`src/rtl/mem_access_unit_pkg.sv`:
```
// Shared opcode codes and decode helpers for the Yttrium data-memory access unit.
// Opcode values are the MIPS-style major opcodes of the load/store instructions.
package mem_access_unit_pkg;

  localparam logic [5:0] OP_LB  = 6'h20;
  localparam logic [5:0] OP_LH  = 6'h21;
  localparam logic [5:0] OP_LWL = 6'h22;
  localparam logic [5:0] OP_LW  = 6'h23;
  localparam logic [5:0] OP_LBU = 6'h24;
  localparam logic [5:0] OP_LHU = 6'h25;
  localparam logic [5:0] OP_LWR = 6'h26;
  localparam logic [5:0] OP_SB  = 6'h28;
  localparam logic [5:0] OP_SH  = 6'h29;
  localparam logic [5:0] OP_SWL = 6'h2A;
  localparam logic [5:0] OP_SW  = 6'h2B;
  localparam logic [5:0] OP_SWR = 6'h2E;

  function automatic logic is_load(input logic [5:0] op);
    return (op == OP_LB) || (op == OP_LH) || (op == OP_LWL) || (op == OP_LW) ||
           (op == OP_LBU) || (op == OP_LHU) || (op == OP_LWR);
  endfunction

  function automatic logic is_store(input logic [5:0] op);
    return (op == OP_SB) || (op == OP_SH) || (op == OP_SWL) || (op == OP_SW) ||
           (op == OP_SWR);
  endfunction

  function automatic logic is_mem_op(input logic [5:0] op);
    return is_load(op) || is_store(op);
  endfunction

  // Unaligned-word and byte ops are never misaligned.
  function automatic logic is_misaligned(input logic [5:0] op, input logic [1:0] lo);
    return (((op == OP_LW) || (op == OP_SW)) && (lo != 2'b00)) ||
           (((op == OP_LH) || (op == OP_LHU) || (op == OP_SH)) && lo[0]);
  endfunction

endpackage

```
`src/rtl/store_lane_gen.sv`:
```
// Maps a store opcode, byte offset and rt value to big-endian byte enables and
// lane-shifted write data. Loads get all enables set and zero write data.
module store_lane_gen
  import mem_access_unit_pkg::*;
(
  input  logic [5:0]  op_i,
  input  logic [1:0]  addr_lo_i,
  input  logic [31:0] rt_i,
  output logic [3:0]  be_o,
  output logic [31:0] wdata_o
);

  always_comb begin
    be_o    = 4'b1111;
    wdata_o = '0;
    case (op_i)
      OP_SW: wdata_o = rt_i;
      OP_SH: begin
        be_o    = addr_lo_i[1] ? 4'b0011 : 4'b1100;
        wdata_o = {2{rt_i[15:0]}};
      end
      OP_SB: begin
        be_o    = 4'b1000 >> addr_lo_i;
        wdata_o = {4{rt_i[7:0]}};
      end
      OP_SWL: begin
        be_o    = 4'b1111 >> addr_lo_i;
        wdata_o = rt_i >> {addr_lo_i, 3'b000};
      end
      // ~addr_lo_i is 3-k for a 2-bit offset.
      OP_SWR: begin
        be_o    = 4'b1111 << (~addr_lo_i);
        wdata_o = rt_i << {~addr_lo_i, 3'b000};
      end
      default: ;
    endcase
  end

endmodule

```
`src/rtl/mem_access_unit.sv`:
```
// Data-memory access unit: registers an EXE load/store, runs the bus req/ack
// handshake with a timeout, and reports completion or misalignment/timeout errors.
module mem_access_unit
  import mem_access_unit_pkg::*;
#(
  parameter int unsigned TIMEOUT = 255
) (
  input  logic        i_clk,
  input  logic        i_rst_n,
  input  logic        i_req,
  input  logic [5:0]  i_instr_op,
  input  logic [31:0] i_addr,
  input  logic [31:0] i_store_data,
  output logic        o_busy,
  output logic        o_done,
  output logic [31:0] o_load_data,
  output logic [1:0]  o_addr_lo,
  output logic [5:0]  o_load_op,
  output logic        o_addr_err,
  output logic        o_bus_err,
  output logic        o_bus_req,
  output logic        o_bus_we,
  output logic [31:0] o_bus_addr,
  output logic [3:0]  o_bus_be,
  output logic [31:0] o_bus_wdata,
  input  logic        i_bus_ack,
  input  logic [31:0] i_bus_rdata
);

  localparam int unsigned CntW = $clog2(TIMEOUT + 1);
  localparam logic [CntW-1:0] CntLast = CntW'(TIMEOUT - 1);

  typedef enum logic [1:0] {StIdle, StBusy, StDone, StErr} state_e;

  state_e          state_q, state_d;
  logic [CntW-1:0] cnt_q, cnt_d;
  logic [5:0]      op_q, op_d;
  logic [31:0]     addr_q, addr_d;
  logic [31:0]     rt_q, rt_d;
  logic [31:0]     load_data_q, load_data_d;
  logic            misalign_q, misalign_d;

  logic            accept;
  logic [3:0]      lane_be;
  logic [31:0]     lane_wdata;

  assign accept = (state_q == StIdle) && i_req && is_mem_op(i_instr_op);

  always_comb begin
    state_d     = state_q;
    cnt_d       = cnt_q;
    op_d        = op_q;
    addr_d      = addr_q;
    rt_d        = rt_q;
    load_data_d = load_data_q;
    misalign_d  = misalign_q;
    case (state_q)
      StIdle: begin
        if (accept) begin
          op_d       = i_instr_op;
          addr_d     = i_addr;
          rt_d       = i_store_data;
          cnt_d      = '0;
          misalign_d = is_misaligned(i_instr_op, i_addr[1:0]);
          state_d    = misalign_d ? StErr : StBusy;
        end
      end
      StBusy: begin
        // Ack takes priority over an expiring wait counter.
        if (i_bus_ack) begin
          load_data_d = is_load(op_q) ? i_bus_rdata : '0;
          state_d     = StDone;
        end else if (cnt_q == CntLast) begin
          state_d = StErr;
        end else begin
          cnt_d = cnt_q + CntW'(1);
        end
      end
      StDone:  state_d = StIdle;
      StErr:   state_d = StIdle;
      default: state_d = StIdle;
    endcase
  end

  always_ff @(posedge i_clk) begin
    if (!i_rst_n) begin
      state_q     <= StIdle;
      cnt_q       <= '0;
      op_q        <= '0;
      addr_q      <= '0;
      rt_q        <= '0;
      load_data_q <= '0;
      misalign_q  <= 1'b0;
    end else begin
      state_q     <= state_d;
      cnt_q       <= cnt_d;
      op_q        <= op_d;
      addr_q      <= addr_d;
      rt_q        <= rt_d;
      load_data_q <= load_data_d;
      misalign_q  <= misalign_d;
    end
  end

  store_lane_gen u_store_lane_gen (
    .op_i      (op_q),
    .addr_lo_i (addr_q[1:0]),
    .rt_i      (rt_q),
    .be_o      (lane_be),
    .wdata_o   (lane_wdata)
  );

  // Outputs are gated by state so nothing leaks outside the cycles they are valid.
  always_comb begin
    o_busy      = accept || (state_q == StBusy);
    o_done      = (state_q == StDone);
    o_addr_err  = (state_q == StErr) && misalign_q;
    o_bus_err   = (state_q == StErr) && !misalign_q;
    o_bus_req   = (state_q == StBusy);
    o_bus_we    = (state_q == StBusy) && is_store(op_q);
    o_bus_addr  = (state_q == StBusy) ? {addr_q[31:2], 2'b00} : '0;
    o_bus_be    = (state_q == StBusy) ? lane_be : '0;
    o_bus_wdata = (state_q == StBusy) ? lane_wdata : '0;
    o_load_data = (state_q == StDone) ? load_data_q : '0;
    o_addr_lo   = ((state_q == StDone) || (state_q == StErr)) ? addr_q[1:0] : '0;
    o_load_op   = ((state_q == StDone) || (state_q == StErr)) ? op_q : '0;
  end

endmodule

```
`config.mk`:
```
export PLATFORM = sky130hd
export DESIGN_NAME = mem_access_unit
export DESIGN_NICKNAME = d
export VERILOG_FILES = /design/src/rtl/mem_access_unit_pkg.sv /design/src/rtl/store_lane_gen.sv /design/src/rtl/mem_access_unit.sv
export SDC_FILE = /design/constraint.sdc
export NUM_CORES = 1
export LEC_CHECK = 0
export CORE_MARGIN = 4
export CORE_UTILIZATION = 40
export CTS_BUF_LIST = sky130_fd_sc_hd__clkbuf_4 sky130_fd_sc_hd__clkbuf_8
export CTS_CLUSTER_DIAMETER = 120
export DETAILED_ROUTE_END_ITERATION = 6
export GPL_ROUTABILITY_DRIVEN = 1
export PLACE_DENSITY_LB_ADDON = 0.08
export SLEW_MARGIN = 10
export SYNTH_ARGS = -nofsm -noshare
export SYNTH_HDL_FRONTEND = slang
export SYNTH_SLANG_ARGS = --single-unit
```
`constraint.sdc`:
```
create_clock -name i_clk -period 2.2 [get_ports i_clk]
set_input_delay 0.44 -clock i_clk [delete_from_list [all_inputs] [get_ports i_clk]]
set_output_delay 0.44 -clock i_clk [all_outputs]
set_load 0.1 [all_outputs]
```
# Word-level counts from Yosys, hierarchy flattened
# Cells that the tools add are included.
[totals]
reg_bits = 113
wordCells = 108
out_inout_bits = 114
in_bits = 106
[classes]
shift = 5
bitwise_logic = 1
n_mux = 19
n_eq_ne = 32
addsub = 1
reduce_logical = 43
[ops]
columns = ["operator", "count"]
rows = [
  ["one-hot mux 32 bit (5 select lines)", 1],
  ["equality test 6 bit (second input constant)", 24],
  ["two-way mux 32 bit", 4],
  ["<< shifter 32 x 5 -> 32 bit", 1],
  [">> shifter 32 x 5 -> 32 bit", 1],
  ["logical OR 1 bit", 27],
  ["two-way mux 8 bit", 3],
  ["one-hot mux 4 bit (4 select lines)", 1],
  ["one-hot mux 8 bit (2 select lines)", 1],
  ["two-way mux 2 bit", 5],
  ["adder 8 x 1 -> 8 bit (second input constant)", 1],
  ["equality test 8 bit (second input constant)", 1],
  ["two-way mux 4 bit", 2],
  [">> shifter 4 x 2 -> 4 bit (first input constant)", 2],
  ["logical AND 1 bit", 7],
  ["two-way mux 6 bit", 1],
  ["!= test 2 bit (second input constant)", 3],
  ["one-hot mux 2 bit (3 select lines)", 1],
  ["AND reduction 2 bit", 3],
  ["equality test 2 bit (second input constant)", 2],
  ["AND reduction 4 bit", 1],
  ["nonzero test 2 bit", 2],
  ["<< shifter 4 x 2 -> 4 bit (first input constant)", 1],
  ["!= test 3 x 1 -> 1 bit (second input constant)", 1],
  ["other kinds (5)", 5],
]

# Longest topological paths before layout
# Gate-level depths: netlist (run 1).
[logic_depth]
word_depth = 11
depth_mapped = 8
depth_no_buf = 6

# By module
# Synthesis (run 1) repeated with hierarchy kept, for this count alone.
[hier_totals]
cells_unflattened = 774
area_unflattened_um2 = 6593.8
[by_module_without_submodules]
columns = ["module", "cells_each", "seq_area_each_um2", "instances", "area_per_inst_um2"]
rows = [
  ["mem_access_unit", 607, 2262.2, 1, 5312.6],
  ["store_lane_gen", 167, 0.0, 1, 1281.2],
]

# Least setup slack after synthesis (run 1)
# OpenSTA, ideal clock, no wires.
[synth_path]
path_kind = "flip-flop to output port"
start = "register op_q[1]"
end = "output o_bus_be[2]"
path_slack_ps = -1453
t_required_ps = 1760
t_arrival_ps = 3213
path_buffers = 2
path_stages_with_launch = 6
cell_sequence = "dfxtp_1 > buf_4 > nand4b_1 > nor2_2 > buf_4 > a221oi_1"
[synth_via]
elab_chain_cells = 3
elab_cells_between_ends = 6
cone_classes = "eq/ne: 4; mux: 2"
[synth_lines]
columns = ["item", "line", "rtl"]
rows = [
  ["start: declaration", "mem_access_unit.sv:37", "logic [5:0] op_q, op_d;"],
  ["start signal: assignment", "mem_access_unit.sv:97", "op_q <= op_d;"],
  ["equality test 6 bit", "store_lane_gen.sv:16", "case (op_i)"],
  ["one-hot mux 4 bit (4 select lines) *", "store_lane_gen.sv:16", ""],
  ["two-way mux 4 bit *", "mem_access_unit.sv:122", "o_bus_be = (state_q == StBusy) ? lane_be : '0;"],
  ["end: declaration", "mem_access_unit.sv:24", "output logic [3:0] o_bus_be,"],
]
# Mark *: on every way between the ends. The rest lies on a longest branch, timed or not.

# Worst setup path in the final report (run 1)
[layout_path]
start = "register rt_q[14]"
end = "output o_bus_wdata[30]"
[layout_via]
elab_chain_cells = 3
elab_cells_between_ends = 4
cone_classes = "shift: 2; mux: 2"
[layout_lines]
columns = ["item", "line", "rtl"]
rows = [
  ["start: declaration", "mem_access_unit.sv:39", "logic [31:0] rt_q, rt_d;"],
  ["start signal: assignment", "mem_access_unit.sv:99", "rt_q <= rt_d;"],
  ["<< shifter 32 x 5 -> 32 bit or >> shifter 32 x 5 -> 32 bit (tied branches)", "store_lane_gen.sv:33, store_lane_gen.sv:28", ""],
  ["one-hot mux 32 bit (5 select lines) *", "store_lane_gen.sv:16", ""],
  ["two-way mux 32 bit *", "mem_access_unit.sv:123", "o_bus_wdata = (state_q == StBusy) ? lane_wdata : '0;"],
  ["end: declaration", "mem_access_unit.sv:25", "output logic [31:0] o_bus_wdata,"],
]
# Marks and branches as above.

==> results of run 1 <==
-- cells by family (layout without fill, tap and decap cells) --
family	Yosys count	after routing
AOI/OAI and AO/OA	212	212
xor gates and xnor gates	6	6
adders and majority gates	2	2
buffers and inverters	80	367
DFF	113	113
muxes	43	43
other	1	2
and+or+nand+nor	367	367
-- metal layers --
metal	vias up	track usage	part of all wire
li1	3411	-	-
met1	3603	0.309	0.36
met2	390	0.480	0.50
met3	120	0.0981	0.090
met4	0	0.159	0.054
met5	-	0	0
-- stage by stage --
stage	worst slack [ns]	setup TNS, ns	power, W	util	std cells
CTS	-0.333	-9.67	0.00506	0.776	1328
floorplan	-0.171	-2.79	0.00246	-	825
global placement	0.0347	0	0.00282	0.699	1268
finish	-0.486	-11.45	0.00508	0.797	1328
global route	-0.576	-14.26	0.00526	0.797	1328
detailed placement	-0.00415	-0.0101	0.00282	0.699	1268
-- report_power, final --
part	total [W]	internal, W	switching, W
logic	0.000763	0.000392	0.000371
clock network	0.00219	0.00128	0.000907
registers	0.00214	0.00208	0.0000545
-- state kept, by name, summed over array words and instances (netlist names) --
name,count
op_q,6
load_data_q,32
misalign_q,1
rt_q,32
state_q,2
cnt_q,8
addr_q,32
-- how the worst max path moves through the flow --
stage	to	slack (ns)	cells past startpoint
finish	o_bus_wdata[30]	-0.49	5
global route	o_bus_wdata[30]	-0.58	5
CTS	o_bus_wdata[28]	-0.33	8
detailed placement	addr_q[10]	-0.004	8
global placement	rt_q[23]	0.03	8
floorplan	o_bus_wdata[23]	-0.17	6
-- area by class of cell --
class                           instances  area (um2)
Inverter                                7        40.0
Sequential cell                       113        2280
Tap cell                              216         270
Fill cell                            1010        3230
Clock buffer                           19         255
Clock inverter                         13         185
Multi-Input combinational cell        632        5070
Timing Repair Buffer                  328        4550
-- Yosys cell counts (4+ instances only) --
| library cell | number |
|---|---|
| nand3_1 | 37 |
| and2_1 | 72 |
| mux2_2 | 16 |
| a21boi_1 | 95 |
| a31oi_1 | 8 |
| a22oi_1 | 31 |
| a32oi_1 | 10 |
| inv_1 | 4 |
| clkbuf_1 | 41 |
| nand2_1 | 202 |
| a21boi_0 | 6 |
| o22ai_1 | 8 |
| and3_1 | 7 |
| buf_1 | 4 |
| mux2i_1 | 27 |
| a21oi_1 | 11 |
| o2bb2ai_1 | 16 |
| o21ai_0 | 4 |
| dfxtp_1 | 113 |
| nor2b_1 | 7 |
| nor2_1 | 24 |
| buf_4 | 9 |
| xnor2_1 | 4 |
| buf_2 | 19 |
-- cells in the final DEF (no fill, tap or decap), types with 4 or more instances in the layout --
| cell type | instances |
|---|---|
| nand2_4 | 5 |
| dfxtp_1 | 105 |
| a22oi_2 | 31 |
| and2_1 | 52 |
| buf_16 | 5 |
| nand2_1 | 188 |
| nor2_4 | 10 |
| nand2_2 | 9 |
| a21oi_4 | 11 |
| mux2i_2 | 11 |
| nand3_1 | 36 |
| o2bb2ai_1 | 11 |
| and3_1 | 7 |
| mux2i_1 | 4 |
| buf_6 | 19 |
| buf_4 | 66 |
| bufinv_16 | 4 |
| dfxtp_4 | 5 |
| mux2i_4 | 12 |
| o2bb2ai_2 | 4 |
| a32oi_4 | 5 |
| a21boi_0 | 6 |
| nor2_2 | 4 |
| buf_12 | 127 |
| o22ai_4 | 8 |
| clkbuf_8 | 18 |
| a31oi_4 | 8 |
| a32oi_2 | 4 |
| clkdlybuf4s50_1 | 104 |
| nor2_1 | 11 |
| mux2_2 | 16 |
| and2_2 | 18 |
| a21boi_1 | 95 |
| nor2b_1 | 5 |
| buf_8 | 4 |
-- timing repair --
item	4_1_cts	5_1_grt
gates cloned	6	1
gates resized for setup	100	67
endpoints found under the setup margin	67	100
pin swaps	37	36
buffers inserted	22	5
-- tightest hold or removal path: cells and delay by family (launching register included) --
kind	cells	cell delay (ns)
AO/OA/AOI/OAI	1	0.04
flip-flops	1	0.31
AND/OR/NAND/NOR	1	0.05
==> run metrics, run 1 <==
status finished, violations left; failing checks negative setup slack; CP Cell Sequence mux2i_2, mux2i_2, a22oi_2, a21oi_4, buf_12; DR pass1 iterations 7; sequential area share after synthesis 0.348; largest net degree at the start of global routing 60; Hold Crit Start load_data_q[19]; Max FO, Critical Path 5; Die W 135 um; Routed Antenna Nets 0; CP Launch Point rt_q[14]; wirelength, routed 29000 um; post-synthesis adder-cell area fraction 0.00385; r2r endpoint rt_q[26]; Async SR Flop Fraction 0; Pwr Density 402 mW/mm2; Max Cap Viol 0; GRT Total Usage 0.283; CTS tree done; vias in the first global route 7498; Crit-path slowest cell mux2i_2; root buf cell clkbuf_8; setup ws final -0.486 ns; wire per inst 21.9 um; largest cells by area after synthesis dfxtp_1 (35%), nand2_1 (12%), a21boi_1 (11%), and2_1 (6.9%), mux2i_1 (4.2%); Worst EP required 1.76 ns; Primary FF master, synth dfxtp_1; post-synth top area cell dfxtp_1; fin area 0.0127 mm2; Yosys reg bits 113; XOR/XNOR Fraction of Synth Area 0.00809; grt ovf 0; crit path launch type flop; share of cells above drive strength 1 0.406; hold path depth 2; CTS Hold Bufs 0; Post-Synth Simple-Gate Area 0.266; ANT cells 0; die height 135 um; Crit path top cell by count mux2i_2; I/O pins 220; clk_lat worst skew 0.44 ns; first-pass GRT wire length 40500 um; Final Slew Violations 0; Top delay family on crit path multiplexers; Initial Util 0.409; worst min path class reg2reg; WP data arrival 2.25 ns; mapped cell area 0.00650 mm2; post-route minimum period 2.69 ns; Reg2Reg Depth 6; dpl hpwl 17500 um; Syn Area/Cell 7.88 um2; Tcrit/Tclk final 1.22; reg-to-reg startpoint state_q[1]; Area Growth Syn to Fin 94.8%; # rows 46; DR vias 7524; kind of critical path reg2out; H-tree Lvls 4; Synth Area in Compound Gates 0.249; Leakage 4.42 nW; Min-Delay Endpoint load_data_q[19]; die area 0.0183 mm2; Final Skew 0.0107 ns; RSZ-0062 raised after global routing true; Final Wtd Congestion 0.883; Worst IR Drop VDD 0.387 mV; area share of the largest cell type after synthesis 0.348; Clock Tree Buf Depth 2; Synth cell types 55; initial antenna violation count 0; # DRC 0; Nets 1207; slowest cell delay on critical path 0.55 ns; mux cell area share after synthesis 0.0693; Synth Instances 824; FF-to-FF setup slack 0.46 ns; placed cell area 0.0111 mm2; WHS 0.443 ns; DR vias/cell 5.67; CP Capture Type output pin; initial DRC count 699; EDFF count, synth 0; Buf/Inv on CP 1; warnings from Yosys 0; Num CTS Buffers 17; Final Setup Violations 37; Port Buffer Count 217; core area 0.0159 mm2; main combinational cell family by area after synthesis simple AND/OR/NAND/NOR gates; clk sinks 113; worst slew pin tran 0.633 ns; Fmax 372 MHz; Slew headroom 0.569; Clock transition at path regs 0.07 ns; final hold viol count 0
(Power assumes the default switching activity.)
==> inputs of run 2 (changes only) <==
--- a/config.mk
+++ b/config.mk
@@ -5,11 +5,13 @@
 export SDC_FILE = /design/constraint.sdc
 export NUM_CORES = 1
 export LEC_CHECK = 0
+export ABC_AREA = 1
 export CORE_MARGIN = 4
 export CORE_UTILIZATION = 40
 export CTS_BUF_LIST = sky130_fd_sc_hd__clkbuf_4 sky130_fd_sc_hd__clkbuf_8
 export CTS_CLUSTER_DIAMETER = 120
 export DETAILED_ROUTE_END_ITERATION = 6
+export DONT_BUFFER_PORTS = 1
 export GPL_ROUTABILITY_DRIVEN = 1
 export PLACE_DENSITY_LB_ADDON = 0.08
 export SLEW_MARGIN = 10
==> run metrics, run 2 <==
Synth Instances 1097; Final Skew 0.0107 ns; mapped cell area 0.00665 mm2; largest net degree at the start of global routing 73; dpl hpwl 16800 um; first-pass GRT wire length 37900 um; post-synth top area cell dfxtp_1; CTS Hold Bufs 0; core area 0.0161 mm2; I/O pins 220; synth cell count leaders nand2_1 (258), nor2_1 (150), a21oi_1 (137); warnings from Yosys 0; post-route minimum period 2.60 ns; GRT Total Usage 0.255; RSZ-0062 raised after global routing true; die area 0.0188 mm2; biggest regs addr_q: 32 flops, load_data_q: 32 flops, rt_q: 32 flops; wirelength, routed 24500 um; Max FO, Critical Path 7; CP Capture Type output pin; status finished, violations left; Yosys reg bits 113; Pwr Density 476 mW/mm2; area share of the largest cell type after synthesis 0.340; vias in the first global route 7123; Final Slew Violations 0; Tcrit/Tclk final 1.18; Max Cap Viol 0; Leakage 3.73 nW; sequential area share after synthesis 0.340; CTS tree done; Clock transition at path regs 0.08 ns; Routed Antenna Nets 0; # DRC 0; WHS 0.109 ns; Final Setup Violations 37; Final Wtd Congestion 0.937; Area Growth Syn to Fin 60.2%; setup_tns -12.47 ns; Async SR Flop Fraction 0; Worst IR Drop VDD 0.550 mV; # rows 46; Fmax 385 MHz; Primary FF master, synth dfxtp_1; largest cells by area after synthesis dfxtp_1 (34%), nand2_1 (15%), a21oi_1 (10%), nand3_1 (9.2%), nor2_1 (8.5%); die height 137 um; H-tree Lvls 4; Int Pwr 0.00340 W; clk sinks 113; Initial Util 0.413; WP data arrival 2.16 ns; DR vias/cell 5.32; failing checks negative setup slack; grt ovf 0; DR pass1 iterations 6; commonest non-fill, non-tap cell in the layout nand2_1; crit path launch type flop; dpl ws 0.0389 ns; Synth cell types 33; root buf cell clkbuf_8; Port Buffer Count 0; kind of critical path reg2out; EDFF count, synth 0; Num CTS Buffers 17; most common cell in the netlist nand2_1; combinational share of power 0.160; commonest cells after routing, fill and taps aside nand2_1 (233), a21oi_1 (123), nand3_1 (117); initial DRC count 728; Nets 1320; wire per inst 17.0 um; clock share of power 0.410; Die W 137 um; Clock Tree Buf Depth 2; Worst EP required 1.76 ns; ANT cells 0; Seq pwr share 0.430; worst min path class in2reg; clk_lat worst skew 0.45 ns; sw frac 0.329; Filler cells 1412; P_sw 0.00167 W; share of cells above drive strength 1 0.321; initial antenna violation count 0; Syn Area/Cell 6.06 um2; setup ws final -0.400 ns; DR vias 7669; final hold viol count 0
==> run 2: changes by cell type after synthesis, sizes merged, moves of 31 or more <==
| cell | change |
|---|---|
| nand2 | +59 |
| a21boi | -101 |
| o21ai | +74 |
| nand3 | +88 |
| and2 | -72 |
| a21oi | +126 |
| inv | +111 |
| a22oi | -31 |
| nor2 | +134 |
==> run 2: worst paths after layout <==
kind | slack, ns | depth (start not counted) | endpoint | start
min | 0.11 | 2 | state_q[0] | i_rst_n
max reg2reg | 0.61 | 8 | load_data_q[2] | state_q[0]
max | -0.40 | 10 | o_bus_wdata[28] | op_q[5]
min reg2reg | 0.46 | 2 | addr_q[22] | addr_q[22]
==> run 2: cells by family after synthesis <==
logic type / count (synthesis) / share of synthesized area
AND/OR/NAND/NOR: 554 / 0.353
AO/OA/AOI/OAI: 224 / 0.174
buffers and inverters: 197 / 0.120
flip-flops: 113 / 0.340
XOR/XNOR: 6 / 0.00790
adder cells (fa/ha/maj): 2 / 0.00376
other: 1 / 0.000564
==> run 2: final cells by class <==
cell class / count / area, um2 / share of cell area
Multi-Input combinational cell: 788 / 4490 / 0.421
Timing Repair Buffer: 172 / 2750 / 0.258
Sequential cell: 113 / 2270 / 0.213
Inverter: 120 / 464 / 0.0435
Tap cell: 216 / 270 / 0.0254
Clock buffer: 17 / 234 / 0.0219
Clock inverter: 15 / 175 / 0.0164
==> run 2: what timing repair did <==
action | in CTS | in global routing
cloned | 1 | 4
pin swaps | 10 | 23
setup endpoints to repair | 101 | 57
gates resized for setup | 48 | 70
setup buffers | 8 | 5
==> run 2: worst max-delay path, stage by stage (launching register included) <==
cell     delay (ns)
dfxtp_2        0.34
inv_2          0.05
nor2_4         0.15
nand3_4        0.17
nor2_4         0.17
nand2_2        0.09
o21ai_4        0.16
buf_12         0.16
nand2_2        0.07
a21oi_4        0.17
buf_12         0.19
==> run 2: routing by layer <==
metal  part of all wire  up-vias  GRT usage
met2               0.46      366      0.386
met5                  0        -          0
met4              0.022        0     0.0726
met1               0.40     3519      0.325
li1                   -     3736          -
met3               0.12       48      0.119
==> run 2: per-stage QoR <==
step	utilization	instances	instance area, um2	power, W
finish	0.661	1441	10700	0.00507
global route	0.661	1441	10700	0.00529
CTS	0.640	1433	10300	0.00506
detailed placement	0.604	1392	9730	0.00298
global placement	0.604	1392	9730	0.00298
floorplan	-	1098	7220	0.00276
==> run 2: power by group through the flow <==
stage | clock, W | sequential, W | combinational [W]
2_1_floorplan | 0 | 0.00221 | 0.000549
3_3_place_gp | 0 | 0.00222 | 0.000753
3_5_place_dp | 0 | 0.00222 | 0.000760
4_1_cts | 0.00211 | 0.00218 | 0.000768
5_1_grt | 0.00221 | 0.00219 | 0.000890
6_report | 0.00208 | 0.00218 | 0.000815
==> inputs of run 3 (changes only) <==
--- a/config.mk
+++ b/config.mk
@@ -14,7 +14,6 @@
 export DONT_BUFFER_PORTS = 1
 export GPL_ROUTABILITY_DRIVEN = 1
 export PLACE_DENSITY_LB_ADDON = 0.08
-export SLEW_MARGIN = 10
 export SYNTH_ARGS = -nofsm -noshare
 export SYNTH_HDL_FRONTEND = slang
 export SYNTH_SLANG_ARGS = --single-unit
==> results of run 3 <==
Final layout, timing and power as in run 2 (identical DEF).
